===== src/rtl/gnr_node_lut.sv =====
// gnr_node_lut: one gene-regulatory-network node with a multi-valued state held
// in two independent banks (s0: divided update rate, s1: every step). The next
// state of each bank is read from a runtime-loadable truth table indexed by the
// activity (non-zero state) of N_IN regulator inputs.
//
// Ports:
//   clk, rst            clock (rising edge), asynchronous active-high reset
//   reset_nos           synchronous reload of both banks from init_state
//   init_state          value loaded on reset_nos
//   start_s0, start_s1  per-bank step strobes
//   in_s0, in_s1        regulator states, input i at [i*STATE_W +: STATE_W]
//   cfg_we/addr/data    truth-table write port
//   s0, s1              registered bank states
//   s0_chg, s1_chg      one-cycle pulse after an update that changed the bank
//   trans_cnt           saturating count of s1 changes
//                       (only with GNR_NODE_LUT_TRANS_CNT_EN defined)
//
// Optional feature macro: GNR_NODE_LUT_TRANS_CNT_EN
module gnr_node_lut #(
   parameter int unsigned STATE_W  = 1,
   parameter int unsigned N_IN     = 2,
   parameter int unsigned PASS_DIV = 2,
   parameter int unsigned CNT_W    = 16
) (
   input  logic                     clk,
   input  logic                     rst,
   input  logic                     reset_nos,
   input  logic [STATE_W-1:0]       init_state,
   input  logic                     start_s0,
   input  logic                     start_s1,
   input  logic [N_IN*STATE_W-1:0]  in_s0,
   input  logic [N_IN*STATE_W-1:0]  in_s1,
   input  logic                     cfg_we,
   input  logic [N_IN-1:0]          cfg_addr,
   input  logic [STATE_W-1:0]       cfg_data,
   output logic [STATE_W-1:0]       s0,
   output logic [STATE_W-1:0]       s1,
   output logic                     s0_chg,
   output logic                     s1_chg
`ifdef GNR_NODE_LUT_TRANS_CNT_EN
   ,
   output logic [CNT_W-1:0]         trans_cnt
`endif
);

   localparam int unsigned DEPTH  = 1 << N_IN;
   localparam int unsigned PCNT_W = (PASS_DIV > 1) ? $clog2(PASS_DIV) : 1;
   localparam logic [PCNT_W-1:0] PCNT_MAX = PCNT_W'(PASS_DIV - 1);

   // Elaboration-time parameter sanity check
   if (STATE_W < 1 || N_IN < 1 || N_IN > 8 || PASS_DIV < 1 || PASS_DIV > 16 || CNT_W < 1)
   begin : g_param_check
      $error("gnr_node_lut: parameter out of range");
   end

   logic [STATE_W-1:0] lut_q [DEPTH];
   logic [STATE_W-1:0] s0_q, s0_d, s1_q, s1_d;
   logic [PCNT_W-1:0]  pcnt_q, pcnt_d;
   logic               s0_chg_q, s0_chg_d, s1_chg_q, s1_chg_d;
   logic [N_IN-1:0]    idx0, idx1;
   logic [STATE_W-1:0] nxt0, nxt1;

   // Truth-table index: bit i set when regulator i is active (non-zero)
   always_comb begin
      idx0 = '0;
      idx1 = '0;
      for (int i = 0; i < int'(N_IN); i++) begin
         idx0[i] = |in_s0[i*STATE_W +: STATE_W];
         idx1[i] = |in_s1[i*STATE_W +: STATE_W];
      end
   end

   // Lookup reads the registered table, so a same-cycle write is not yet visible
   assign nxt0 = lut_q[idx0];
   assign nxt1 = lut_q[idx1];

   // Truth-table storage
   always_ff @(posedge clk or posedge rst) begin
      if (rst) begin
         for (int i = 0; i < int'(DEPTH); i++) lut_q[i] <= '0;
      end else if (cfg_we) begin
         lut_q[cfg_addr] <= cfg_data;
      end
   end

   // Bank next-state: reload wins over strobes; s0 advances only on the
   // divider's terminal count, so the reload presets it to that count
   always_comb begin
      s0_d     = s0_q;
      s1_d     = s1_q;
      pcnt_d   = pcnt_q;
      s0_chg_d = 1'b0;
      s1_chg_d = 1'b0;
      if (reset_nos) begin
         s0_d   = init_state;
         s1_d   = init_state;
         pcnt_d = PCNT_MAX;
      end else begin
         if (start_s0) begin
            if (pcnt_q == PCNT_MAX) begin
               s0_d     = nxt0;
               pcnt_d   = '0;
               s0_chg_d = (nxt0 != s0_q);
            end else begin
               pcnt_d = pcnt_q + PCNT_W'(1);
            end
         end
         if (start_s1) begin
            s1_d     = nxt1;
            s1_chg_d = (nxt1 != s1_q);
         end
      end
   end

   // Bank state registers
   always_ff @(posedge clk or posedge rst) begin
      if (rst) begin
         s0_q     <= '0;
         s1_q     <= '0;
         pcnt_q   <= '0;
         s0_chg_q <= 1'b0;
         s1_chg_q <= 1'b0;
      end else begin
         s0_q     <= s0_d;
         s1_q     <= s1_d;
         pcnt_q   <= pcnt_d;
         s0_chg_q <= s0_chg_d;
         s1_chg_q <= s1_chg_d;
      end
   end

   assign s0     = s0_q;
   assign s1     = s1_q;
   assign s0_chg = s0_chg_q;
   assign s1_chg = s1_chg_q;

`ifdef GNR_NODE_LUT_TRANS_CNT_EN
   logic [CNT_W-1:0] cnt_q, cnt_d;

   // Saturating count of cycles with s1_chg asserted
   always_comb begin
      cnt_d = cnt_q;
      if (reset_nos) begin
         cnt_d = '0;
      end else if (s1_chg_q && (cnt_q != {CNT_W{1'b1}})) begin
         cnt_d = cnt_q + CNT_W'(1);
      end
   end

   always_ff @(posedge clk or posedge rst) begin
      if (rst) cnt_q <= '0;
      else     cnt_q <= cnt_d;
   end

   assign trans_cnt = cnt_q;
`endif

endmodule

===== config.mk =====
export PLATFORM = sky130hd
export DESIGN_NAME = gnr_node_lut
export DESIGN_NICKNAME = d
export VERILOG_FILES = /design/src/rtl/gnr_node_lut.sv
export SDC_FILE = /design/constraint.sdc
export NUM_CORES = 1
export LEC_CHECK = 0
export ABC_AREA = 0
export BUFFER_PORTS_ARGS = -buffer_cell sky130_fd_sc_hd__buf_2
export CORE_AREA = 2 2 43 45
export DETAILED_ROUTE_END_ITERATION = 6
export DIE_AREA = 0 0 45 47
export HOLD_SLACK_MARGIN = 0.03
export MAX_ROUTING_LAYER = met4
export PLACE_DENSITY_LB_ADDON = 0.25
export SYNTH_ARGS = -nofsm -noshare
export SYNTH_HDL_FRONTEND = slang
export SYNTH_SLANG_ARGS = --single-unit

===== constraint.sdc =====
create_clock -name clk -period 2.4 [get_ports clk]
set_input_delay 0.24 -clock clk [delete_from_list [all_inputs] [get_ports clk]]
set_output_delay 0.24 -clock clk [all_outputs]
set_load 0.03 [all_outputs]

==> summary.md, run 1 <==
| Metric | Value |
|---|---|
| Wire length per cell | around 12 um |
| Max FO, Critical Path | 3 |
| Setup crit start kind | flop |
| Non-Filler Instances | between 70 and 80 |
| Fin worst setup slack | approximately 1.2 ns |
| Routability Congestion | 0.680 |
| Worst Setup End Kind | flop |
| GRT Total Usage | 0.106 |
| Critical Path RT | roughly 2.6 ns |
| Fillers | roughly 170 |
| Clock root buffer | clkbuf_4 |
| First-pass GRT wire length | approximately 1500 um |
| Slew @ Worst Pin | roughly 0.36 ns |
| Remaining DRCs | 0 |
| Clock sink count | 9 |
| Fin Setup TNS | 0 ns |
| Relative slew slack | 0.760 |
| I/O pin count | 18 |
| Fmax | a little over 800 MHz |
| H-tree levels | 1 |
| Rows | 15 |
| Resize count post-CTS | 0 |
| Pleak | 0.283 nW |
| CTS tree | built |
| Setup CP Type | flop to flop |
| Sequential cell area fraction in the yosys report | 0.476 |
| Final Slew Violations | 0 |
| Total CTS buffers | 3 |
| Syn Area/Cell | approximately 14 sq um |
| Vias post-DR | 368 |
| Final setup violating endpoints | 0 |
| Antenna Cells | 0 |
| Count leader, synth | dfrtp_1 |
| Antenna viol nets, final | 0 |
| Arr. time, crit path | between 1 and 1.5 ns |
| PwrDens | 659 nW/um^2 |
| Die X | approximately 45 um |
| Initial DRC count | 7 |
| Grt total ovfl | 0 |
| Initial antenna violation count | 0 |
| Share of layout cells above drive strength 1 | 0.439 |
| Die height | 47 um |
| Largest cells by area after synthesis | dfrtp_1, mux4_2, nand3b_1 |
| Postcts setup bufs | 0 |
| Mapped cell area | about 470 sq um |
| Post-placement cell area | 579 sq um |
| Synthesized flop and latch total | 9 |
| WL final | between 900 and 1000 um |
| Core Footprint | between 1500 and 2000 sq um |
| EDFF count, synth | 0 |
| Clock skew | approximately 0.0013 ns |
| Most instantiated cells after synthesis | dfrtp_1, nand3b_1, nand2b_1 |
| Pin count of the biggest net entering global routing | 11 |
| Pre-antenna DRT Iters | 4 |
| # hold bufs at CTS | 1 |
| Peak VDD IR | slightly below 400 uV |
| Async S/R FF share, synth | 1.00 |
| Post-Place Setup Slack | between 1 and 1.5 ns |
| Die area | around 2100 sq um |
| Net Count, Synth | slightly below 50 |
| Routed vias/inst | just under 5 |
| Post-synth top area cell | dfrtp_1 |
| Maximum clock path buffer count | 2 |
| Nets | between 70 and 80 |
| Clk slew on worst S/H paths | roughly 0.060 ns |
| Final number of hold-violating endpoints | 0 |
| Post-route cell area | 616 sq um |
| Synthesized instance count | 35 |
| Tcrit/Tclk final | 0.512 |
| Synth unique cells | 17 |
| Run status | finished clean |
| Placed Cells | 69 |
| PortBufs | 17 |
| Synth-to-Final Area Change | 30.2% |
| Worst skew pair latency | about 0.26 ns |
| Initial Utilization | 0.286 |
| Max-cap violation count | 0 |
| Vias in the first global route | 348 |
| Worst hold path type | input port to flop |
| Post-synth top flop | dfrtp_1 |
| Yosys warnings | 0 |
| Post-synth top area share | 0.476 |
| RSZ-0062 raised after global routing | false |
| Fin crit period | 1.23 ns |
[metal layers]
metal / track usage / share of wire
met5: - / 0
met4: 0.0353 / 0.0055
met3: 0.0577 / 0.10
met2: 0.160 / 0.44
met1: 0.119 / 0.45
[kinds of logic after synthesis]
family | count (synthesis) | share of synthesized area
buf+inv | 1 | 0.00793
flops | 9 | 0.476
simple gates | 13 | 0.204
mux | 8 | 0.233
xor+xnor | 1 | 0.0185
compound gates | 3 | 0.0609
[final timing paths]
check                                startpoint                    to  slack (ns)  cells after the start
setup reg to reg           lut_q[0]$_DFFE_PP0P_        s1$_DFFE_PP0P_        1.17                      2
hold / removal                         cfg_data  lut_q[2]$_DFFE_PP0P_        0.24                      2
setup / recovery           lut_q[0]$_DFFE_PP0P_        s1$_DFFE_PP0P_        1.17                      2
min in group asynchronous                   rst      s0_chg$_DFF_PP0_        0.49                      3
hold reg to reg            lut_q[2]$_DFFE_PP0P_  lut_q[2]$_DFFE_PP0P_        0.52                      1
max in group asynchronous                   rst  lut_q[2]$_DFFE_PP0P_        1.66                      3
[sequential cells by signal (all words and copies together) (netlist names)]
name,cells
s0_chg,1
pcnt_q,1
s1_chg,1
lut_q,4
s0,1
s1,1
[worst max-delay path, cell delays in order (launching register included)]
cell and delay [ns]:
dfrtp_1 0.39, mux4_2 0.51, o211a_1 0.22
[layout make-up]
type / instances / area, sq um / area share
inverter: 1 / 3.75 / 0.00610
clock buffer: 4 / 26.3 / 0.0427
tap: 17 / 21.3 / 0.0346
multi-input combinational: 25 / 244 / 0.396
sequential: 9 / 225 / 0.366
timing repair buffer: 18 / 95.1 / 0.154
[cells in the final DEF (no fill, tap or decap), drive strengths merged]
| cell type | instances |
|---|---|
| nand3b | 4 |
| nand4bb | 1 |
| xnor2 | 1 |
| or3b | 1 |
| nor3b | 1 |
| dlygate4sd3 | 1 |
| nand4b | 1 |
| mux2i | 2 |
| a211o | 1 |
| nand2b | 3 |
| o211a | 2 |
| mux4 | 2 |
| dfrtp | 9 |
| mux2 | 4 |
| inv | 1 |
| nand3 | 1 |
| or3 | 1 |
| clkbuf | 4 |
| buf | 17 |
[power breakdown]
group / internal, mW / total, mW / switching, mW
registers: 0.174 / 0.190 / 0.0159
clock network: 0.0642 / 0.119 / 0.0544
logic: 0.0511 / 0.0974 / 0.0463
total: 0.289 / 0.406 / 0.117
[through the flow]
step	total power [mW]	hold WS, ns	util
2_1_floorplan	0.255	0.0679	-
3_5_place_dp	0.290	0.226	0.351
4_1_cts	0.414	0.241	0.373
5_1_grt	0.431	0.254	0.373
6_report	0.406	0.242	0.373
3_3_place_gp	0.287	0.223	0.351
Power figures use the tool's default switching activity.
==> inputs of run 2 (changes only) <==
ABC_AREA = 1   (was 0)
CORE_AREA = 2 2 44 46   (was 2 2 43 45)
DIE_AREA = 0 0 46 48   (was 0 0 45 47)
clock period = 1.1 ns   (was 2.4 ns; I/O delays follow)
==> summary.md, run 2 <==
| Metric | Value |
|---|---|
| Post-Place Setup Slack | 0.200 ns (-0.978 ns) |
| Pin count of the biggest net entering global routing | 10 (-1) |
| Leading cell type in the layout, fill and taps excluded | buf_2 |
| Critical Path RT | 0.99 ns (-1.56 ns) |
| Largest cells by area after synthesis | dfrtp_1, nand2_1, nand3_1 |
| PortBufs | 17 (unchanged) |
| Worst path slowest cell | dfrtp_1 |
| WL final | 960 um (+5.0%) |
| Die height | 48 um (+2.1%) |
| Fin worst setup slack | 0.120 ns (-1.05 ns) |
| Worst skew pair latency | 0.26 ns (about the same) |
| Post-synth top area cell | dfrtp_1 |
| Initial Utilization | 0.290 (+0.00327) |
| Fin crit period | between 0.9 and 1 ns |
| Top reg by flops | lut_q |
| Core Footprint | 1690 sq um (+2.3%) |
| Antenna viol nets, final | 0 (unchanged) |
| Synthesized flop and latch total | 9 (unchanged) |
| Fmax | around 1000 MHz |
| Maximum clock path buffer count | 2 (unchanged) |
| Setup CP Type | flop to output port |
| PwrDens | 1350 nW/um^2 (+100%) |
| Hold WS | 0.0828 ns (-0.159 ns) |
| Delay-heaviest family, CP | flip-flops |
| CP Cell Sequence | buf_2 |
| Rows | 15 (unchanged) |
| Die area | 2210 sq um (+4.4%) |
| Routed vias/inst | 4.54 (-8.6%) |
| Power share of the combinational group | 0.229 (-0.011) |
| Run status | finished clean |
| Sequential power share | 0.470 (+0.002) |
| Internal Pwr Total | 0.586 mW (+100%) |
| Wire length per cell | 9.32 um (-25%) |
| Post-route cell area | 632 sq um (+2.6%) |
| CTS tree | built |
| Sequential cell area fraction in the yosys report | 0.460 (-0.0158) |
| Initial DRC count | 4 (-3) |
| Share of layout cells above drive strength 1 | 0.337 (-0.101) |
| Post-synth top area share | 0.460 (-0.0158) |
| Clk slew on worst S/H paths | 0.06 ns (about the same) |
| Synth unique cells | 12 (-5) |
| Mapped cell area | 489 sq um (+3.4%) |
| Final setup violating endpoints | 0 (unchanged) |
| Nets | 101 (+40%) |
| Die X | 46 um (+2.2%) |
| Post-placement cell area | 596 sq um (+2.8%) |
| Most instantiated cells after synthesis | nand2_1, inv_1, dfrtp_1, nand3_1, o21ai_0 |
| Setup crit start kind | flop |
| H-tree levels | 1 (unchanged) |
| Pre-antenna DRT Iters | 4 (unchanged) |
| Post-DP HPWL | between 700 and 800 um |
| Net switching power | 0.267 mW (+130%) |
| Final core utilization | 0.374 (+0.00135) |
| Placed Cells | 98 (+42%) |
| Grt total ovfl | 0 (unchanged) |
| Most frequent cells in the layout | buf_2, nand2_1, inv_1 |
| Fin Setup TNS | 0 ns (unchanged) |
| Largest stage delay on the critical path | 0.39 ns (-0.12 ns) |
| Initial antenna violation count | 0 (unchanged) |
| Synthesized instance count | 64 (+83%) |
| Syn Area/Cell | 7.64 sq um (-43%) |
| Async S/R FF share, synth | 1.00 (unchanged) |
| Final Slew Violations | 0 (unchanged) |
| Total CTS buffers | 3 (unchanged) |
| EDFF count, synth | 0 (unchanged) |
| Vias in the first global route | 419 (+20%) |
| Final number of hold-violating endpoints | 0 (unchanged) |
| Clock power frac | 0.302 (+0.010) |
| GRT Total Usage | 0.111 (+0.00537) |
| Tcrit/Tclk final | 0.891 |
| Total design power | 0.853 mW (+110%) |
| Max-cap violation count | 0 (unchanged) |
| Clock skew | 0.000694 ns (-0.000613 ns) |
| RSZ-0062 raised after global routing | false |
| Arr. time, crit path | 0.87 ns (-0.51 ns) |
| Worst Setup End Kind | output port |
| Slew @ Worst Pin | 0.367 ns (+0.00738 ns) |
| Count leader, synth | nand2_1 |
| CP Buf/Inv Count | 1 (+1) |
| Pleak | 0.348 nW (+23%) |
| Remaining DRCs | 0 (unchanged) |
| Largest register FFs | 4 (unchanged) |
| First-pass GRT wire length | 1610 um (+9.3%) |
| Peak VDD IR | 592 uV (+53%) |
| Synth-to-Final Area Change | 29.2% |
| Antenna Cells | 0 (unchanged) |
| Sw Share | 0.313 (+0.0259) |
| Clock root buffer | clkbuf_4 |
| Postcts setup bufs | 0 (unchanged) |
| Relative slew slack | 0.755 (-0.00492) |
| Vias post-DR | 468 (+27%) |
| Post-synth top flop | dfrtp_1 |
| Clock sink count | 9 (unchanged) |
| Net Count, Synth | 78 (+59%) |
| Routability Congestion | 0.690 (+1.5%) |
| I/O pin count | 18 (unchanged) |
| Max FO, Critical Path | 4 (+1) |
| Yosys warnings | 0 (unchanged) |
| Non-Filler Instances | 103 (+39%) |
| Worst hold path type | input port to flop |
## run 2: changes by cell type in the layout (fill, tap and decap cells not counted), moves of 4 or more
cell | before | now
nand3b_1 | 4 | 0
o21ai_0 | 0 | 6
nand2_1 | 0 | 14
nand2_2 | 0 | 4
nand3_1 | 1 | 9
inv_1 | 1 | 10
## run 2: logic make-up after synthesis
| kind of cell | after synthesis | synth area share |
|---|---|---|
| simple gates | 34 | 0.345 |
| buf+inv | 11 | 0.0844 |
| compound gates | 10 | 0.110 |
| flops | 9 | 0.460 |
## run 2: final cells by class
cell class	instances	area, sq um
Clock buffer	4	26.3
Fill cell	187	1060
Inverter	11	41.3
Multi-Input combinational cell	44	223
Sequential cell	9	225
Tap cell	17	21.3
Timing Repair Buffer	18	95.1
## run 2: worst min-delay path: stages
cell and delay (ns):
buf_2 0.09, nand2_1 0.05, nand3_1 0.07
## run 2: repair_timing
action | 4_1_cts | 5_1_grt
hold buffers | 1 | 0
resized for setup | 0 | 0
endpoints found under the hold margin | 9 | 0
## run 2: path summary, 6_finish.rpt
kind                                       from                    to  slack [ns]  depth (start not counted)
setup / recovery                 s1$_DFFE_PP0P_                    s1        0.12                          1
hold / removal                       init_state        s1$_DFFE_PP0P_        0.08                          3
setup reg to reg           lut_q[2]$_DFFE_PP0P_      s1_chg$_DFF_PP0_        0.18                          4
hold reg to reg            lut_q[2]$_DFFE_PP0P_  lut_q[2]$_DFFE_PP0P_        0.52                          2
max in group asynchronous                   rst  lut_q[3]$_DFFE_PP0P_        0.48                          3
min in group asynchronous                   rst      s0_chg$_DFF_PP0_        0.36                          3
## run 2: power by group through the flow
stage / logic, mW / clock network, mW / registers [mW]
global route: 0.227 / 0.286 / 0.407
floorplan: 0.106 / 0 / 0.428
global placement: 0.192 / 0 / 0.406
CTS: 0.199 / 0.270 / 0.401
detailed placement: 0.195 / 0 / 0.407
finish: 0.195 / 0.257 / 0.400
## run 2: routing by layer
layer | part of all wire | vias up | global-route usage
li1 | - | 251 | -
met1 | 0.40 | 201 | 0.123
met4 | 0 | 0 | 0.0171
met2 | 0.49 | 16 | 0.172
met5 | 0 | - | -
met3 | 0.11 | 0 | 0.0717
==> inputs of run 3 (changes only) <==
CORE_AREA = 2 2 39 41   (was 2 2 44 46)
DIE_AREA = 0 0 41 43   (was 0 0 46 48)
==> summary.md, run 3 (synthesis results as in run 2) <==
| Metric | Value |
|---|---|
| Run status | finished clean |
| Routability Congestion | 0.753 (+9.1%) |
| Routed vias/inst | 4.77 (+5.1%) |
| Post-placement cell area | 594 sq um (-0.21%) |
| Post-route cell area | 631 sq um (-0.20%) |
| Post-DP HPWL | 773 um (-2.4%) |
| H-tree levels | 1 (unchanged) |
| Worst hold path type | input port to flop |
| PwrDens | 1350 nW/um^2 (about the same) |
| Die height | 43 um (-10%) |
| Clk slew on worst S/H paths | 0.06 ns (about the same) |
| Vias post-DR | 487 (+4.1%) |
| Hold depth | 3 (unchanged) |
| Core Footprint | 1380 sq um (-18%) |
| Initial DRC count | 9 (+5) |
| Hold_sp | init_state |
| WL final | 961 um (+0.10%) |
| Hold Path End | s1$_DFFE_PP0P_ |
| Critical Path RT | 0.99 ns (about the same) |
| Non-Filler Instances | 102 (-0.97%) |
| GRT Total Usage | 0.144 (+0.0329) |
| Fin Setup TNS | 0 ns (unchanged) |
| Hold WS | 0.0905 ns (+0.00771 ns) |
| First-pass GRT wire length | 1700 um (+5.1%) |
| Final setup violating endpoints | 0 (unchanged) |
| Max FO, Critical Path | 4 (unchanged) |
| Fmax | 1020 MHz (about the same) |
| Reg2Reg Depth | 4 (unchanged) |
| Wire length per cell | 9.42 um (+1.1%) |
| Max-cap violation count | 0 (unchanged) |
| Pre-antenna DRT Iters | 2 (-2) |
| Largest stage delay on the critical path | 0.39 ns (about the same) |
| Pleak | 0.348 nW (unchanged) |
| Setup CP Type | flop to output port |
| Worst Setup End Kind | output port |
| Die X | 41 um (-11%) |
| RSZ-0062 raised after global routing | false |
| Initial Utilization | 0.354 (+0.0639) |
| Clock skew | 0.00154 ns (+0.000842 ns) |
| Setup crit start kind | flop |
| Leading cell type in the layout, fill and taps excluded | buf_2 |
| I/O pin count | 18 (unchanged) |
| Grt total ovfl | 0 (unchanged) |
| CP Buf/Inv Count | 1 (unchanged) |
| Placed Cells | 97 (-1.0%) |
| Total CTS buffers | 3 (unchanged) |
| Reg-to-reg critical path endpoint | s1_chg$_DFF_PP0_ |
| Peak VDD IR | 674 uV (+14%) |
| Tcrit/Tclk final | 0.890 (about the same) |
| Reg2Reg Launch Point | lut_q[2]$_DFFE_PP0P_ |
| Synth-to-Final Area Change | 28.9% |
| Final number of hold-violating endpoints | 0 (unchanged) |
| Initial antenna violation count | 0 (unchanged) |
| Relative slew slack | 0.769 (+0.0141) |
| FF-to-FF setup slack | 0.18 ns (about the same) |
| Worst path slowest cell | dfrtp_1 |
| Postcts setup bufs | 0 (unchanged) |
| Top reg by flops | lut_q |
| Slew @ Worst Pin | 0.346 ns (-0.0211 ns) |
| Arr. time, crit path | 0.87 ns (about the same) |
| Pin count of the biggest net entering global routing | 10 (unchanged) |
| Share of layout cells above drive strength 1 | 0.337 (unchanged) |
| Final core utilization | 0.456 (+0.0816) |
| PortBufs | 17 (unchanged) |
| Worst skew pair latency | 0.26 ns (about the same) |
| Maximum clock path buffer count | 2 (unchanged) |
| Delay-heaviest family, CP | flip-flops |
| Final Slew Violations | 0 (unchanged) |
| CP Cell Sequence | buf_2 |
| Vias in the first global route | 460 (+9.8%) |
| Remaining DRCs | 0 (unchanged) |
| Fin crit period | 0.979 ns (-0.000967 ns) |
| Rows | 14 (-1) |
| Clock sink count | 9 (unchanged) |
| Largest register FFs | 4 (unchanged) |
| Die area | 1760 sq um (-20%) |
| CTS tree | built |
| Most frequent cells in the layout | buf_2, nand2_1, inv_1 |
| Antenna viol nets, final | 0 (unchanged) |
| Antenna Cells | 0 (unchanged) |
| Nets | 101 (unchanged) |
| Clock root buffer | clkbuf_4 |
run 3: cell counts in the layout (fill, tap and decap cells not counted):
No cell type changed its count.
run 3: stage by stage:
stage / power [mW] / setup WS [ns]
floorplan: 0.534 / 0.145
global placement: 0.598 / 0.216
detailed placement: 0.602 / 0.197
CTS: 0.860 / 0.121
global route: 0.910 / 0.0433
finish: 0.852 / 0.121
run 3: how the worst max path moves through the flow:
stage / start / end / cells after the start
after floorplan: s0$_DFFE_PP0P_ / s0$_DFFE_PP0P_ / 4
after global placement: lut_q[1]$_DFFE_PP0P_ / s1_chg$_DFF_PP0_ / 4
after detailed placement: lut_q[2]$_DFFE_PP0P_ / s1_chg$_DFF_PP0_ / 4
after CTS: s1$_DFFE_PP0P_ / s1 / 1
after global routing: lut_q[2]$_DFFE_PP0P_ / s1_chg$_DFF_PP0_ / 4
final: s1$_DFFE_PP0P_ / s1 / 1
run 3: what timing repair did:
action                     4_1_cts  5_1_grt
hold endpoints to repair         9        0
setup endpoints to repair        0        0
hold buffers                     1        0
gates resized for setup          0        0
run 3: final cells by class:
type | count | area [sq um]
inverter | 11 | 41.3
timing repair buffer | 18 | 95.1
fill | 156 | 753
clock buffer | 4 | 26.3
sequential | 9 | 225
tap | 16 | 20.0
multi-input combinational | 44 | 223
run 3: power breakdown:
part	switching, mW	leakage [nW]	internal (mW)
Clock	0.115	0.0150	0.140
Combinational	0.119	0.221	0.0756
Sequential	0.0320	0.112	0.370
Total	0.266	0.348	0.585
run 3: metal layers:
metal | share of wire | vias to the layer above | GRT usage
li1 | - | 250 | -
met1 | 0.39 | 217 | 0.165
met2 | 0.51 | 15 | 0.222
met3 | 0.071 | 5 | 0.0314
met4 | 0.030 | 0 | 0.0800
met5 | 0 | - | -
